[config.mk]
export PLATFORM = sky130hd
export DESIGN_NAME = pwm_dac_output
export DESIGN_NICKNAME = d
export VERILOG_FILES = /design/src/rtl/pwm_dac_output.sv
export SDC_FILE = /design/constraint.sdc
export NUM_CORES = 1
export LEC_CHECK = 0
export ABC_AREA = 1
export CORE_MARGIN = 1
export CORE_UTILIZATION = 60
export DETAILED_ROUTE_END_ITERATION = 12
export DONT_BUFFER_PORTS = 1
export HOLD_SLACK_MARGIN = 0.08
export PLACE_DENSITY = 0.76
export REMOVE_ABC_BUFFERS = 1
export SYNTH_ARGS = -nofsm -noshare
export SYNTH_HDL_FRONTEND = slang
export SYNTH_SLANG_ARGS = --single-unit
[constraint.sdc]
create_clock -name clk_i -period 3 [get_ports clk_i]
set_clock_uncertainty 0.05 [all_clocks]
set_input_delay 0.6 -clock clk_i [delete_from_list [all_inputs] [get_ports clk_i]]
set_output_delay 0.6 -clock clk_i [all_outputs]
set_load 0.02 [all_outputs]
[src/rtl/pwm_dac_output.sv]
// pwm_dac_output: converts signed samples from the sine generator into a
// single-bit PWM stream, one sample per PWM frame of 2^(N_FRAC+1) clocks.
// Samples are double-buffered (pending/active), so a new duty takes effect
// only on a frame boundary. A late or absent sample sets a sticky flag.
//
// Ports:
//   clk_i               system clock, rising edge
//   rst_i               asynchronous reset, active low
//   enable_i            run request (level)
//   data_i              signed two's-complement sample, N_FRAC+1 bits
//   data_valid_strobe_i one-cycle strobe qualifying data_i
//   next_data_strobe_o  one-cycle request for the next sample
//   pwm_o               registered PWM output
//   sample_missed_o     sticky: a frame boundary passed without a new sample
//   busy_o              high whenever the FSM is not IDLE
//   missed_count_o      saturating count of missed boundaries (only with
//                       PWM_MISSED_COUNT_EN defined)
//
// Optional feature macro: PWM_MISSED_COUNT_EN
module pwm_dac_output #(
  parameter int unsigned N_FRAC = 7
) (
  input  logic              clk_i,
  input  logic              rst_i,
  input  logic              enable_i,
  input  logic [N_FRAC:0]   data_i,
  input  logic              data_valid_strobe_i,
  output logic              next_data_strobe_o,
  output logic              pwm_o,
  output logic              sample_missed_o,
`ifdef PWM_MISSED_COUNT_EN
  output logic              busy_o,
  output logic [7:0]        missed_count_o
`else
  output logic              busy_o
`endif
);

  localparam int unsigned W = N_FRAC + 1;
  localparam logic [W-1:0] CNT_MAX = '1;

  typedef enum logic [1:0] {IDLE, PRIME, RUN, DRAIN} state_t;

  state_t         state_q, state_d;
  logic [W-1:0]   cnt_q, cnt_d;
  logic [W-1:0]   active_q, active_d;
  logic [W-1:0]   pending_q, pending_d;
  logic           pending_valid_q, pending_valid_d;
  logic           missed_d;
  logic           miss_evt_c;
  logic           next_data_d;
  logic           pwm_d;
  logic           busy_d;
  logic [W-1:0]   duty_in_c;
  logic           at_max_c;

  // Offset-binary duty: invert the sign bit.
  assign duty_in_c = {~data_i[W-1], data_i[W-2:0]};
  assign at_max_c  = (cnt_q == CNT_MAX);

  // State register and registered outputs.
  always_ff @(posedge clk_i or negedge rst_i) begin
    if (!rst_i) begin
      state_q            <= IDLE;
      cnt_q              <= '0;
      active_q           <= '0;
      pending_q          <= '0;
      pending_valid_q    <= 1'b0;
      sample_missed_o    <= 1'b0;
      next_data_strobe_o <= 1'b0;
      pwm_o              <= 1'b0;
      busy_o             <= 1'b0;
    end else begin
      state_q            <= state_d;
      cnt_q              <= cnt_d;
      active_q           <= active_d;
      pending_q          <= pending_d;
      pending_valid_q    <= pending_valid_d;
      sample_missed_o    <= missed_d;
      next_data_strobe_o <= next_data_d;
      pwm_o              <= pwm_d;
      busy_o             <= busy_d;
    end
  end

  // Next-state, buffering and output decode.
  always_comb begin
    state_d         = state_q;
    cnt_d           = cnt_q;
    active_d        = active_q;
    pending_d       = pending_q;
    pending_valid_d = pending_valid_q;
    miss_evt_c      = 1'b0;

    case (state_q)
      IDLE: begin
        cnt_d           = '0;
        pending_valid_d = 1'b0;
        if (enable_i) state_d = PRIME;
      end
      PRIME: begin
        if (!enable_i) begin
          state_d = IDLE;
        end else if (data_valid_strobe_i) begin
          active_d        = duty_in_c;
          cnt_d           = '0;
          pending_valid_d = 1'b0;
          state_d         = RUN;
        end
      end
      RUN, DRAIN: begin
        cnt_d = cnt_q + W'(1);
        if (enable_i)      state_d = RUN;
        else if (at_max_c) state_d = IDLE;
        else               state_d = DRAIN;

        if (at_max_c) begin
          // Frame boundary: a coincident strobe bypasses the pending slot.
          if (data_valid_strobe_i) begin
            active_d        = duty_in_c;
            pending_valid_d = 1'b0;
          end else if (pending_valid_q) begin
            active_d        = pending_q;
            pending_valid_d = 1'b0;
          end else if (state_d != IDLE) begin
            // Only a boundary leading into another frame can miss a sample.
            miss_evt_c = 1'b1;
          end
        end else if (data_valid_strobe_i) begin
          pending_d       = duty_in_c;
          pending_valid_d = 1'b1;
        end
      end
      default: state_d = IDLE;
    endcase

    missed_d    = sample_missed_o | miss_evt_c;
    // Request on PRIME entry and at the start of every RUN frame.
    next_data_d = ((state_q == IDLE) && (state_d == PRIME)) ||
                  ((state_d == RUN) && (cnt_d == '0));
    // PWM is computed from next-cycle values so it stays aligned with cnt_q.
    pwm_d       = ((state_d == RUN) || (state_d == DRAIN)) && (cnt_d < active_d);
    busy_d      = (state_d != IDLE);
  end

`ifdef PWM_MISSED_COUNT_EN
  // Saturating count of missed frame boundaries.
  always_ff @(posedge clk_i or negedge rst_i) begin
    if (!rst_i) begin
      missed_count_o <= 8'd0;
    end else if (miss_evt_c && (missed_count_o != 8'hFF)) begin
      missed_count_o <= missed_count_o + 8'd1;
    end
  end
`endif

endmodule

==> results of run 1 <==
## placed cells by master (no fill, tap or decap), types with 2 or more instances in the layout
cell,synthesis,routed
nor2_1,9,9
inv_1,39,39
ha_1,8,8
nand3_1,13,13
a21oi_1,12,12
clkbuf_4,0,5
nor3_1,2,2
nand2_1,51,51
a221oi_2,5,5
clkinv_2,0,3
nand2_2,3,3
nand2_4,2,2
o21ai_0,37,37
inv_2,7,7
dfrtp_1,31,31
nor2_4,3,3
## per-layer routing
| layer | GRT usage | vias to the layer above | share of wire | wire length (um) |
|---|---|---|---|---|
| li1 | - | 801 | - | - |
| met1 | 0.356 | 714 | 0.48 | 1830 |
| met2 | 0.409 | 34 | 0.46 | 1780 |
| met3 | 0.0747 | 6 | 0.049 | 188 |
| met4 | 0.0986 | 0 | 0.013 | 49 |
| met5 | 0 | - | 0 | 0 |
## power breakdown
part	leakage (uW)	switching (uW)	total, uW	internal, uW
Sequential	0.000361	103	629	525
Combinational	0.000684	387	624	237
Clock	0.0000347	148	235	87.0
Total	0.00108	639	1490	849
## how the worst max path moves through the flow
stage / from / slack, ps / endpoint / depth (start not counted)
after global routing: cnt_q[0] / 460 / pwm_o / 11
after floorplan: cnt_q[0] / 940 / pwm_o / 11
after global placement: cnt_q[0] / 730 / pwm_o / 11
after CTS: cnt_q[0] / 680 / pwm_o / 11
final: cnt_q[0] / 680 / pwm_o / 11
after detailed placement: cnt_q[0] / 700 / pwm_o / 11
## flip-flops by register name (all words and copies together), names as in the netlist
name and flops:
sample_missed_o 1, cnt_q 8, pending_q 8, active_q 8, pwm_o 1, next_data_strobe_o 1, busy_o 1, pending_valid_q 1
state_q 2
## cell families after synthesis
| group | Yosys count | synth area share |
|---|---|---|
| AND/OR/NAND/NOR | 89 | 0.227 |
| flip-flops | 31 | 0.402 |
| adder cells (fa/ha/maj) | 8 | 0.0519 |
| AO/OA/AOI/OAI | 62 | 0.199 |
| XOR/XNOR | 1 | 0.00454 |
| buffers and inverters | 54 | 0.115 |
## critical path: cells and delay by family, from the launching register on
family	cells	cell delay, ps
compound gates	5	770
fa+ha+maj	2	500
simple gates	4	540
flops	1	410
## repair_timing
action,CTS,global route
hold endpoints to repair,31,0
hold buffers,2,0
resized for setup,0,0
## through the flow
step                      hold slack, ps  utilization  instances  setup WS [ps]  instance area [um^2]
after floorplan                      254            -        239            937                  1890
after global routing                 285        0.664        293            457                  2030
final                                298        0.664        293            681                  2030
after CTS                            299        0.664        293            677                  2030
after detailed placement             255        0.637        283            697                  1940
after global placement               255        0.637        283            732                  1940
## layout make-up
cell class                      instances  share of cell area
Inverter                               48              0.0901
Clock buffer                            5              0.0185
Timing Repair Buffer                    2              0.0148
Clock inverter                          3             0.00741
Tap cell                               44              0.0272
Multi-Input combinational cell        160               0.459
Sequential cell                        31               0.383
==> results.json, run 1 <==
{
  "r2r_start": "cnt_q[0]",
  "setup_violations": 0,
  "status": "complete, no violations",
  "worst-r2r-setup-slack_ps": 680,
  "drive_above_1_share": 0.149,
  "timing.rr.end": "pwm_o",
  "die-area_um2": 3450,
  "max_cap_viol_count": 0,
  "synth_edf_count": 0,
  "ys_seq_elements": 31,
  "wl_mm": 3.84,
  "cts_buffers": 5,
  "initial_core_util": 0.632,
  "tightest_slew_ps": 508,
  "yosysUniqueCellTypes": 35,
  "grt_usage": 0.265,
  "yosys.area.top_type_share": 0.402,
  "seqCellArea_um2": 776,
  "criticalPathCategory": "reg -> reg",
  "drt-pass1-iter-count": 4,
  "path_cells": "ha_1, nand2_2, nor2_4, nand2_4, nor2_8, a21oi_1, a221oi_2, ha_1, a21oi_1, o211ai_1, a21oi_2",
  "fin_tns_setup_ps": 0,
  "cts.sinks": 31,
  "path_max_fanout": 15,
  "worstHoldEndpoint": "pending_q[7]",
  "gp_congestion": 0.866,
  "dp_hpwl_mm": 2.85,
  "vias": 1555,
  "die_x_um": 58.7,
  "cp_data_arrival_time_ps": 2550,
  "multiInputGateArea_um2": 931,
  "slowest_delay_ps": 410,
  "ys_top_cells_by_area": "dfrtp_1 (40%), nand2_1 (9.9%), o21ai_0 (9.6%)",
  "ys_warn_count": 0,
  "final-max-slew-violation-count": 0,
  "fmax_mhz": 431,
  "diodes": 0,
  "syn_avg_cell_area_um2": 7.87,
  "relSlewSlack": 0.661,
  "grt_pass1_wl_mm": 6.66,
  "clockRootBuffer": "clkbuf_4",
  "min_path_cells": 1,
  "antenna_found_initial": 0,
  "layout_min_cycle_time_ps": 2320,
  "syn_inst": 245,
  "post-synth-top-area-cell": "dfrtp_1",
  "ir_worst_vdd_uv": 474,
  "synth_most_common_cell": "nand2_1",
  "ys_seq_area_frac": 0.402,
  "grt_pass1_vias": 1498,
  "yosys-top-cells-count": "nand2_1 (51), inv_1 (39), o21ai_0 (37), dfrtp_1 (31), nand3_1 (13)",
  "p_total_uw": 1490,
  "critPathRequiredTime_ps": 3240,
  "cp-start-kind": "flop",
  "row_count": 20,
  "grt_max_degree": 32,
  "initialDrtViolationCount": 104,
  "syn_area_um2": 1930,
  "async_flop_share": 1.00,
  "ys.flop_type": "dfrtp_1",
  "clk_pin_slew_ps": 110,
  "core_area_um2": 3050,
  "power.density_nw_per_um2": 734,
  "crit_slowest_cell": "dfrtp_1",
  "cts_setup_buffers": 0,
  "min_path_type": "in -> reg",
  "viasPerCell": 5.31,
  "hold_viol_final": 0,
  "dieHeight_um": 58.7,
  "htree_levels": 2,
  "fill_cells": 262,
  "globalRoute.totalOverflow": 0,
  "crit_path_end_kind": "flop",
  "clockBufferDepth": 2,
  "power.leakage_uw": 0.00108,
  "rsz0062_at_grt": "false",
  "nets": 268,
  "detail_route.wl_per_cell_um": 13.1,
  "portBuffers": 0,
  "min_from": "data_i[7]",
  "worst_r2r_path_depth": 11,
  "ant_nets": 0,
  "cts_tree": "done",
  "io_pins": 16,
  "drc": 0,
  "worst_skew_pair.late_latency_ps": 340,
  "area_delta_synth_final_pct": 5.06,
  "fin_crit_sh": 0.773
}
No activity file was read; power rests on OpenSTA's default activity.
==> run 2: changes to the inputs <==
CORE_UTILIZATION = 57   (was 60)
PLACE_DENSITY = 0.75   (was 0.76)
clock period = 2.05 ns   (was 3 ns; I/O delays follow)
==> run 2 against run 1 <==
Compared with the run above: the flow now finishes with violations (setup timing); clock power grew 77%; flip-flop and latch count unchanged; power up 66%; largest power group is now combinational cells; sequential share of layout area shrank 3.3 points; non-clock buffer count is 19 higher; sequential power grew 45%; die area rose by 5.1%; clock-buffer cell count is 3 higher; combinational power grew 83%; worst setup slack lost 760 ps; fmax rose by 9.1%; worst hold slack lost 190 ps.
==> results.json, run 2 (synthesis gave the netlist of run 1 again) <==
{
  "status": "finished, violations left",
  "violations": "setup timing",
  "nets": 288,
  "stdcell_area_um2": 2220,
  "worst-r2r-setup-slack_ps": -70,
  "layout_common_cells": "nand2_1 (50), inv_1 (39), o21ai_0 (32)",
  "dieHeight_um": 60.2,
  "power.density_nw_per_um2": 1110,
  "die_x_um": 60.2,
  "rsz0062_at_grt": "true",
  "min_path_type": "in -> reg",
  "portBuffers": 0,
  "fmax_mhz": 471,
  "cts_tree": "done",
  "gp_congestion": 0.855,
  "layout_min_cycle_time_ps": 2120,
  "reg_top3": "active_q (8), cnt_q (8), pending_q (8)",
  "cts.sinks": 31,
  "postPlaceCellArea_um2": 2070,
  "grt_max_degree": 32,
  "antenna_found_initial": 0,
  "worst_slack_ps": -74.8,
  "path_cells": "ha_2, nand2_2, nor2_4, nand2_4, nor2_8, a21oi_2, a221oi_2, ha_1, a21oi_2, o211ai_1, a21oi_2",
  "htree_levels": 2,
  "r2r_start": "cnt_q[1]",
  "cp_data_arrival_time_ps": 2350,
  "tightest_slew_ps": 515,
  "fin_crit_sh": 1.04,
  "clockBufferDepth": 2,
  "dp_hpwl_mm": 3.12,
  "cp_common_cell": "a21oi_2",
  "wl_mm": 4.33,
  "initialDrtViolationCount": 65,
  "ir_worst_vdd_uv": 657,
  "hold_viol_final": 0,
  "grt_pass1_wl_mm": 7.04,
  "drc": 0,
  "drt-pass1-iter-count": 4,
  "power.leakage_uw": 0.00118,
  "crit_path_end_kind": "flop",
  "criticalPathCategory": "reg -> reg",
  "core_area_um2": 3130,
  "globalRoute.totalOverflow": 0,
  "cts_buffers": 5,
  "crit_start": "cnt_q[1]",
  "io_pins": 16,
  "max_cap_viol_count": 0,
  "path_max_fanout": 7,
  "timing.rr.end": "pwm_o",
  "grt_pass1_vias": 1526,
  "post-place-ws_ps": -82.0,
  "clk_pin_slew_ps": 110,
  "vias": 1684,
  "final-max-slew-violation-count": 0,
  "die-area_um2": 3620,
  "grt_usage": 0.271,
  "relSlewSlack": 0.653,
  "worst_r2r_path_depth": 11,
  "worst_skew_pair.late_latency_ps": 350,
  "row_count": 20,
  "detail_route.wl_per_cell_um": 13.8,
  "viasPerCell": 5.38,
  "seqCellArea_um2": 776,
  "fill_cells": 272,
  "crit_path_end": "pwm_o",
  "clockRootBuffer": "clkbuf_4",
  "final_common_cell": "nand2_1",
  "cp-start-kind": "flop",
  "critPathRequiredTime_ps": 2280,
  "diodes": 0,
  "initial_core_util": 0.617,
  "ant_nets": 0,
  "slowest_delay_ps": 380,
  "drive_above_1_share": 0.234,
  "multiInputGateArea_um2": 966,
  "setup_violations": 1,
  "fin_hold_ws_ps": 107,
  "area_delta_synth_final_pct": 15.1,
  "crit_slowest_cell": "dfrtp_1"
}
-- run 2: cell count changes in the layout (fill, tap and decap cells not counted), sizes merged --
cell / delta
clkbuf: +3
buf: +19
nor2: +1
clkinv: -3
-- run 2: final cells by class --
type | instances | area share
Inverter | 48 | 0.0823
Tap cell | 44 | 0.0248
Multi-Input combinational cell | 161 | 0.435
Clock buffer | 8 | 0.0310
Sequential cell | 31 | 0.349
Timing Repair Buffer | 21 | 0.0777
-- run 2: timing repair --
item	CTS	global route
endpoints found under the setup margin	1	1
cloned	1	0
buffers inserted	2	0
hold endpoints to repair	31	0
pin swaps	6	3
hold buffers	2	0
gates resized for setup	7	5
-- run 2: worst min path at each step --
stage               from           end  slack (ps)  cells after the start
2_1_floorplan      rst_i   active_q[0]          60                      0
3_3_place_gp       rst_i    state_q[0]          70                      0
3_5_place_dp       rst_i    state_q[0]          70                      0
4_1_cts        data_i[7]  pending_q[7]         110                      1
5_1_grt        data_i[7]  pending_q[7]         110                      1
6_report       data_i[7]  pending_q[7]         110                      1
-- run 2: critical path: cells and delay by family (launching register included) --
family / cells / cell delay (ps)
AO/OA/AOI/OAI: 5 / 650
adder cells (fa/ha/maj): 2 / 500
AND/OR/NAND/NOR: 4 / 460
flip-flops: 1 / 380
-- run 2: power breakdown --
part           internal, uW  total [uW]  leakage [uW]  switching (uW)
Combinational           488        1140      0.000778             656
Sequential              769         914      0.000361             145
Clock                   202         416     0.0000386             214
Total                  1460        2480       0.00118            1020
-- run 2: routing by layer --
| layer | up-vias | track usage | share of wire |
|---|---|---|---|
| met2 | 47 | 0.435 | 0.47 |
| li1 | 843 | - | - |
| met1 | 786 | 0.357 | 0.45 |
| met5 | - | 0 | 0 |
| met4 | 0 | 0.0864 | 0.018 |
| met3 | 8 | 0.0649 | 0.055 |
-- run 2: per-stage QoR --
| step | instances | total power [uW] | util | TNS (ps) |
|---|---|---|---|---|
| after floorplan | 239 | 1630 | - | -12.8 |
| after global placement | 300 | 1920 | 0.662 | 0 |
| after detailed placement | 300 | 1980 | 0.662 | -82.0 |
| after CTS | 313 | 2460 | 0.707 | -73.5 |
| after global routing | 313 | 2700 | 0.710 | -215 |
| final | 313 | 2480 | 0.710 | -74.8 |
==> run 3: changes to the inputs <==
CORE_MARGIN = default   (was 1)
CORE_UTILIZATION = 59   (was 57)
CTS_BUF_LIST = sky130_fd_sc_hd__clkbuf_4 sky130_fd_sc_hd__clkbuf_8   (was default)
PLACE_DENSITY = 0.78   (was 0.75)
==> run 3 against run 2 <==
Compared with the run above: the run still ends with setup timing left; flip-flop and latch count unchanged; global-route usage increased by 1.3 points; first-iteration DRC count increased by 69%; fmax decreased by 2.6%; non-clock buffer count decreased by 2; worst hold slack improved by 7.6 ps; register-to-register slack got worse by 60 ps; clock power increased by 22%; critical path type unchanged; critical endpoint unchanged; largest power group unchanged; highest routed layer unchanged.
==> results.json, run 3 (synthesis gave the netlist of run 1 again) <==
{
  "final_common_cell": "nand2_1",
  "cp-start-kind": "flop",
  "antenna_found_initial": 0,
  "fin_crit_sh": 1.06,
  "clk_pin_slew_ps": 110,
  "violations": "setup timing",
  "gp_congestion": 0.853,
  "worst_slack_ps": -131,
  "max_cap_viol_count": 0,
  "core_area_um2": 3080,
  "stdcell_area_um2": 2230,
  "drc": 0,
  "power.leakage_uw": 0.00118,
  "dp_hpwl_mm": 3.06,
  "grt_pass1_wl_mm": 7.20,
  "hold_viol_final": 0,
  "wl_mm": 4.33,
  "crit_path_end_kind": "flop",
  "fmax_mhz": 458,
  "reg_top3": "active_q (8), cnt_q (8), pending_q (8)",
  "clockBufferDepth": 2,
  "worst-r2r-setup-slack_ps": -130,
  "ant_nets": 0,
  "nets": 286,
  "final-max-slew-violation-count": 0,
  "p_total_uw": 2570,
  "io_pins": 16,
  "rsz0062_at_grt": "true",
  "drive_above_1_share": 0.232,
  "ir_worst_vdd_uv": 650,
  "area_delta_synth_final_pct": 15.6,
  "die-area_um2": 3500,
  "postPlaceCellArea_um2": 2060,
  "min_path_type": "in -> reg",
  "portBuffers": 0,
  "diodes": 0,
  "cts_tree": "done",
  "dieHeight_um": 59.2,
  "relSlewSlack": 0.727,
  "initial_core_util": 0.627,
  "worst_skew_pair.late_latency_ps": 340,
  "viasPerCell": 5.35,
  "row_count": 20,
  "die_x_um": 59.2,
  "detail_route.wl_per_cell_um": 13.9,
  "clockRootBuffer": "clkbuf_4",
  "power.density_nw_per_um2": 1150,
  "htree_levels": 2,
  "layout_common_cells": "nand2_1 (51), inv_1 (39), o21ai_0 (35)",
  "vias": 1664,
  "tightest_slew_ps": 405,
  "critPathRequiredTime_ps": 2220,
  "criticalPathCategory": "reg -> reg",
  "grt_max_degree": 32,
  "cts.sinks": 31,
  "fill_cells": 246,
  "status": "finished, violations left",
  "setup_violations": 1,
  "grt_pass1_vias": 1568,
  "grt_usage": 0.284,
  "globalRoute.totalOverflow": 0,
  "initialDrtViolationCount": 110,
  "cp_data_arrival_time_ps": 2350,
  "layout_min_cycle_time_ps": 2180,
  "drt-pass1-iter-count": 4,
  "cts_buffers": 5,
  "path_max_fanout": 7
}
-- run 3: worst paths after layout --
path	from	endpoint	depth (start not counted)
worst max-delay path	cnt_q[1]	pwm_o	12
worst min-delay path	data_i[7]	pending_q[7]	1
worst max register to register	cnt_q[1]	pwm_o	12
worst min register to register	pending_q[1]	pending_q[1]	2
max in group asynchronous	rst_i	active_q[4]	2
min in group asynchronous	rst_i	sample_missed_o	2
-- run 3: critical path: stages (launching register included) --
cell	delay [ps]
dfrtp_1	390
ha_2	200
nand2_2	80
nor2_4	120
nand2_4	100
nor2_8	180
nand2_1	90
a21oi_1	130
nor2_1	70
ha_1	320
nand2_1	80
o211ai_1	200
a21oi_2	50
-- run 3: final cells by class --
class                   count  area, um^2  area share
well taps                  44        55.1      0.0247
multi-input cells         161         970       0.435
clock buffers               6        51.3      0.0230
clock inverters             2        35.0      0.0157
flip-flops and latches     31         777       0.348
repair buffers             19         158      0.0707
inverters                  48         185      0.0830
-- run 3: repair_timing --
action,in CTS,in global routing
cloned,1,0
setup endpoints to repair,1,7
endpoints found under the hold margin,31,0
gates resized for setup,6,5
buffers inserted,2,0
hold buffers,2,0
pin swaps,4,1
-- run 3: through the flow --
stage	instances	utilization	TNS (ps)	hold slack, ps	setup slack (ps)
6_report	311	0.725	-131	114	-131
5_1_grt	311	0.725	-258	121	-258
4_1_cts	311	0.719	-114	112	-114
3_5_place_dp	298	0.668	-121	65.1	-121
3_3_place_gp	298	0.668	0	65.1	26.2
2_1_floorplan	239	-	-12.8	64.4	-12.8
-- run 3: routing by layer --
layer,vias to the layer above,global-route usage,share of wire
met1,766,0.361,0.42
met4,0,0.0952,0.016
met2,51,0.467,0.51
met5,-,0,0
met3,6,0.0721,0.059
li1,841,-,-
-- run 3: where the power goes --
group	switching, uW	internal [uW]	leakage (uW)	total [uW]
registers	151	769	0.000361	920
logic	651	489	0.000769	1140
clock network	219	288	0.0000482	507
total	1020	1550	0.00118	2570
==> RTL change 1 (config.mk and constraints of run 3) <==
Put one more register stage on the output `next_data_strobe_o`, with the module's reset. The value now appears one clock later. The other outputs are not delayed to match. Comments in the files are not updated.
--- a/src/rtl/pwm_dac_output.sv
+++ b/src/rtl/pwm_dac_output.sv
@@ -41,6 +41,8 @@
 
   typedef enum logic [1:0] {IDLE, PRIME, RUN, DRAIN} state_t;
 
+  logic next_data_strobe_s0;
+
   state_t         state_q, state_d;
   logic [W-1:0]   cnt_q, cnt_d;
   logic [W-1:0]   active_q, active_d;
@@ -67,7 +69,7 @@
       pending_q          <= '0;
       pending_valid_q    <= 1'b0;
       sample_missed_o    <= 1'b0;
-      next_data_strobe_o <= 1'b0;
+      next_data_strobe_s0 <= 1'b0;
       pwm_o              <= 1'b0;
       busy_o             <= 1'b0;
     end else begin
@@ -77,7 +79,7 @@
       pending_q          <= pending_d;
       pending_valid_q    <= pending_valid_d;
       sample_missed_o    <= missed_d;
-      next_data_strobe_o <= next_data_d;
+      next_data_strobe_s0 <= next_data_d;
       pwm_o              <= pwm_d;
       busy_o             <= busy_d;
     end
@@ -154,5 +156,13 @@
   end
 `endif
 
+  always_ff @(posedge clk_i or negedge rst_i) begin
+    if (!rst_i) begin
+      next_data_strobe_o <= '0;
+    end else begin
+      next_data_strobe_o <= next_data_strobe_s0;
+    end
+  end
+
 endmodule
 
Function: changed (a bounded check fails within 4 cycles, from zero or initial values and one cycle with rst_i low).
==> RTL change 1 against run 3 <==
- synthesized cell count grew 0.41%
- area after synthesis grew 1.3%
- worst setup slack better by 72 ps
- wire length is 3.3% lower
- sequential share of layout area increased by 0.43 points
- total power fell by 3.6%
- global-route usage shrank 2.1 points
- sequential cell count up 1
- via count grew 0.48%
- the flow still finishes with violations (negative setup slack)
- final area up 2.0%
==> RTL change 1: results (changes against run 3) <==
stage	metric	value	unit	change
run_status	status	finished with violations		unchanged
run_status	violations	negative setup slack		unchanged
setup_path	regToRegStartpoint	cnt_q[0]		was cnt_q[1]
floorplanning	num_rows	20		unchanged
setup_path	crit_slowest_cell	dfrtp_1		unchanged
logic_synthesis	synth_edf_count	0		unchanged
route	first_pass_iters	4		unchanged
cells_and_area	fillCellCount	257		was 246
route	drtIter0Drc	97		was 110
clock_tree	clockBufferDepth	2		unchanged
cells_and_area	drive_gt1_frac	0.2518		was 0.2322
global_routing	grt_pass1_vias	1523		was 1,568
cells_and_area	fin_cells	318		was 311
global_routing	grt_start_max_net_pins	33		was 32
global_routing	grt_pass1_wl	6720	µm	was 7203 µm
setup_path	arrival	2330	ps	was 2350 ps
logic_synthesis	async_flop_share	1.000		unchanged
timing	finalSetupTns	-59.35	ps	was -131.2 ps
setup_path	crit_path_start_kind	flop		unchanged
placement	globalplace.congestion	0.8467		was 0.8527
logic_synthesis	ys_seq_area_frac	0.4097		was 0.4021
power	p_leak	1.218	nW	was 1.177 nW
clock_tree	insertion_delay	340	ps	about the same
route	wl_met1	1839	µm	was 1807 µm
power	power	2.474	mW	was 2.567 mW
route	wl_met2	2105	µm	was 2202 µm
route	via_per_inst	5.258		was 5.350
min_path	hold_path_depth	1		unchanged
logic_synthesis	syn_area_per_cell	7.945	µm²	was 7.875 µm²
placement	dp_hpwl	2898	µm	was 3058 µm
cells_and_area	layout.nets	293		was 286
clock_tree	numCtsBuffers	5		unchanged
clock_tree	h-tree-depth	2		unchanged
cells_and_area	antennaDiodeCount	0		unchanged
timing	relSlewSlack	0.7272		was 0.7270
power	ir_drop	0.7184	mV	was 0.6501 mV
logic_synthesis	synth_common_cells	51 x nand2_1, 39 x inv_1, 37 x o21ai_0, 32 x dfrtp_1, 13 x nand3_1		was 51 x nand2_1, 39 x inv_1, 37 x o21ai_0, 31 x dfrtp_1, 13 x nand3_1
global_routing	gr-usage-all-layers	0.2628		was 0.2835
placement	place_ws	-48.62	ps	was -120.9 ps
placement	place_area	2090	µm²	was 2057 µm²
route	wl_met3	200	µm	was 255 µm
min_path	min_from	data_i[7]		unchanged
setup_path	crit_family	compound AO/OA/AOI/OAI gates		was simple AND/OR/NAND/NOR gates
route	wl_per_cell	13.18	µm	was 13.94 µm
placement	placement.io_buffers	0		unchanged
logic_synthesis	synthTopCellsByArea	dfrtp_1 41%, nand2_1 9.8%, o21ai_0 9.5%		was dfrtp_1 40%, nand2_1 9.9%, o21ai_0 9.6%
timing	layout_setup_ws	-59.35	ps	was -131.2 ps
route	routed.top_layer	met4		unchanged
min_path	hold_class	in -> reg		unchanged
placement	dp.cells	300		was 298
timing	setup_viol	1		unchanged
logic_synthesis	yosys_warnings	0		unchanged
setup_path	max_stage_delay	390	ps	about the same
logic_synthesis	yosysUniqueCellTypes	35		unchanged
[RTL change 1: cell types whose count changed after synthesis, sizes merged]
cell   change
dfrtp      +1
[RTL change 1: path summary, 6_finish.rpt]
kind,endpoint,slack (ps)
setup / recovery,pwm_o,-60
max in group asynchronous,active_q[4],1310
min in group asynchronous,busy_o,460
hold / removal,pending_q[7],110
hold reg to reg,next_data_strobe_o,310
setup reg to reg,pwm_o,-60
[RTL change 1: what timing repair did]
item                                   4_1_cts  5_1_grt
hold buffers                                 2        0
pin swaps                                    8        4
resized for setup                            6       11
setup endpoints to repair                    1        9
endpoints found under the hold margin       32        0
buffers inserted                             4        3
cloned                                       1        0
[RTL change 1: cell type report]
type / instances / area, µm² / area share
multi-input combinational: 161 / 968.4 / 0.4257
sequential: 32 / 802.0 / 0.3526
inverter: 48 / 185.2 / 0.08141
tap: 44 / 55.05 / 0.02420
clock inverter: 2 / 10.01 / 0.004400
clock buffer: 6 / 51.30 / 0.02255
timing repair buffer: 25 / 202.7 / 0.08911
[RTL change 1: cell families after synthesis]
family                   synth area share
buffers and inverters              0.1140
adder cells (fa/ha/maj)           0.05122
AND/OR/NAND/NOR                    0.2241
flip-flops                         0.4097
XOR/XNOR                         0.004482
AO/OA/AOI/OAI                      0.1965
[RTL change 1: power breakdown]
| group | switching [mW] | leakage [nW] | internal (mW) |
|---|---|---|---|
| clock network | 0.225 | 0.0380 | 0.163 |
| logic | 0.645 | 0.805 | 0.509 |
| registers | 0.142 | 0.375 | 0.789 |
[RTL change 1: per-layer routing]
layer  track usage  vias to the layer above
li1              -                      854
met1        0.3260                      771
met2        0.4382                       41
met3       0.08734                        6
met4       0.06977                        0
met5             0                        -
==> RTL change 2 (config.mk and constraints of run 3) <==
Made on the original files. Add a define of `PWM_MISSED_COUNT_EN`.
--- a/src/rtl/pwm_dac_output.sv
+++ b/src/rtl/pwm_dac_output.sv
@@ -17,6 +17,8 @@
 //                       PWM_MISSED_COUNT_EN defined)
 //
 // Optional feature macro: PWM_MISSED_COUNT_EN
+`define PWM_MISSED_COUNT_EN
+
 module pwm_dac_output #(
   parameter int unsigned N_FRAC = 7
 ) (
Check against the original RTL (old outputs only; new: missed_count_o): equivalent (equiv_simple and equiv_induct, registers matched by name and starting in step).
==> RTL change 2 against run 3 <==
- total power rose by 17%
- critical endpoint unchanged
- the run still ends with negative setup slack left
- fmax is 1.2% higher
- via count is 19% higher
- sequential cell count increased by 8
- final area increased by 20%
- non-clock buffer count rose by 17
- first-iteration DRC count up 35%
- wire length increased by 29%
- worst setup slack better by 25 ps
- core utilization is 6.1 points higher
- area after synthesis up 12%
==> RTL change 2: results (changes against run 3) <==
stage	metric	value	unit	change
cells_and_area	layout.nets	319		was 286
timing	relSlewSlack	0.6965		was 0.7270
floorplanning	tap_cells	46		was 44
setup_path	worstPathMaxFanout	5		was 7
placement	globalplace.congestion	0.8209		was 0.8527
timing	layout_setup_ws	-106.1	ps	was -131.2 ps
power	p_leak	1.362	nW	was 1.177 nW
logic_synthesis	synthTopCellsByArea	dfrtp_1 45%, nand2_1 8.5%, inv_1 8.0%		was dfrtp_1 40%, nand2_1 9.9%, o21ai_0 9.6%
global_routing	met1_usage	0.3617		was 0.3612
setup_path	r2r_cells	11		was 12
global_routing	grt_pass1_wl	8687	µm	was 7203 µm
timing	finalSetupTns	-106.1	ps	was -131.2 ps
global_routing	gr-usage-all-layers	0.2908		was 0.2835
cells_and_area	seq_cells	39		was 31
timing	setup_viol	1		unchanged
route	via_per_inst	5.722		was 5.350
run_status	violations	negative setup slack		unchanged
cells_and_area	nonClockInverterCount	47		was 48
global_routing	grt_start_max_net_pins	40		was 32
cells_and_area	num-multi-input-gates	169		was 161
route	first_pass_iters	5		was 4
cells_and_area	syn_to_final_growth	24.70	%	was 15.63%
cells_and_area	clkbuf_count	5		was 6
cells_and_area	drive_gt1_frac	0.2508		was 0.2322
placement	place_area	2347	µm²	was 2057 µm²
run_status	status	finished with violations		unchanged
RTL change 2: cell types whose count changed after synthesis, sizes merged, moves of 6 or more:
cell | before | now
o21ai | 39 | 21
dfrtp | 31 | 39
nand2 | 56 | 50
o221ai | 0 | 6
a21oi | 13 | 19
RTL change 2: kinds of logic after synthesis:
group	synth area share
and+or+nand+nor	0.2086
adders and majority gates	0.05230
AOI/OAI and AO/OA	0.1592
xor gates and xnor gates	0.02440
DFF	0.4532
muxes	0.01046
buffers and inverters	0.09180
RTL change 2: power groups by stage:
stage	sequential, mW	combinational (mW)	clock, mW
5_1_grt	1.11	1.51	0.579
6_report	1.10	1.37	0.542
4_1_cts	1.06	1.11	0.543
3_3_place_gp	1.08	0.970	0
3_5_place_dp	1.08	0.998	0
2_1_floorplan	1.06	0.711	0
RTL change 2: per-stage QoR:
step	setup WS (ps)	cells
floorplan	-87.97	255
global placement	-62.38	322
detailed placement	-141.1	322
CTS	-62.37	338
global route	-178.7	345
finish	-106.1	345
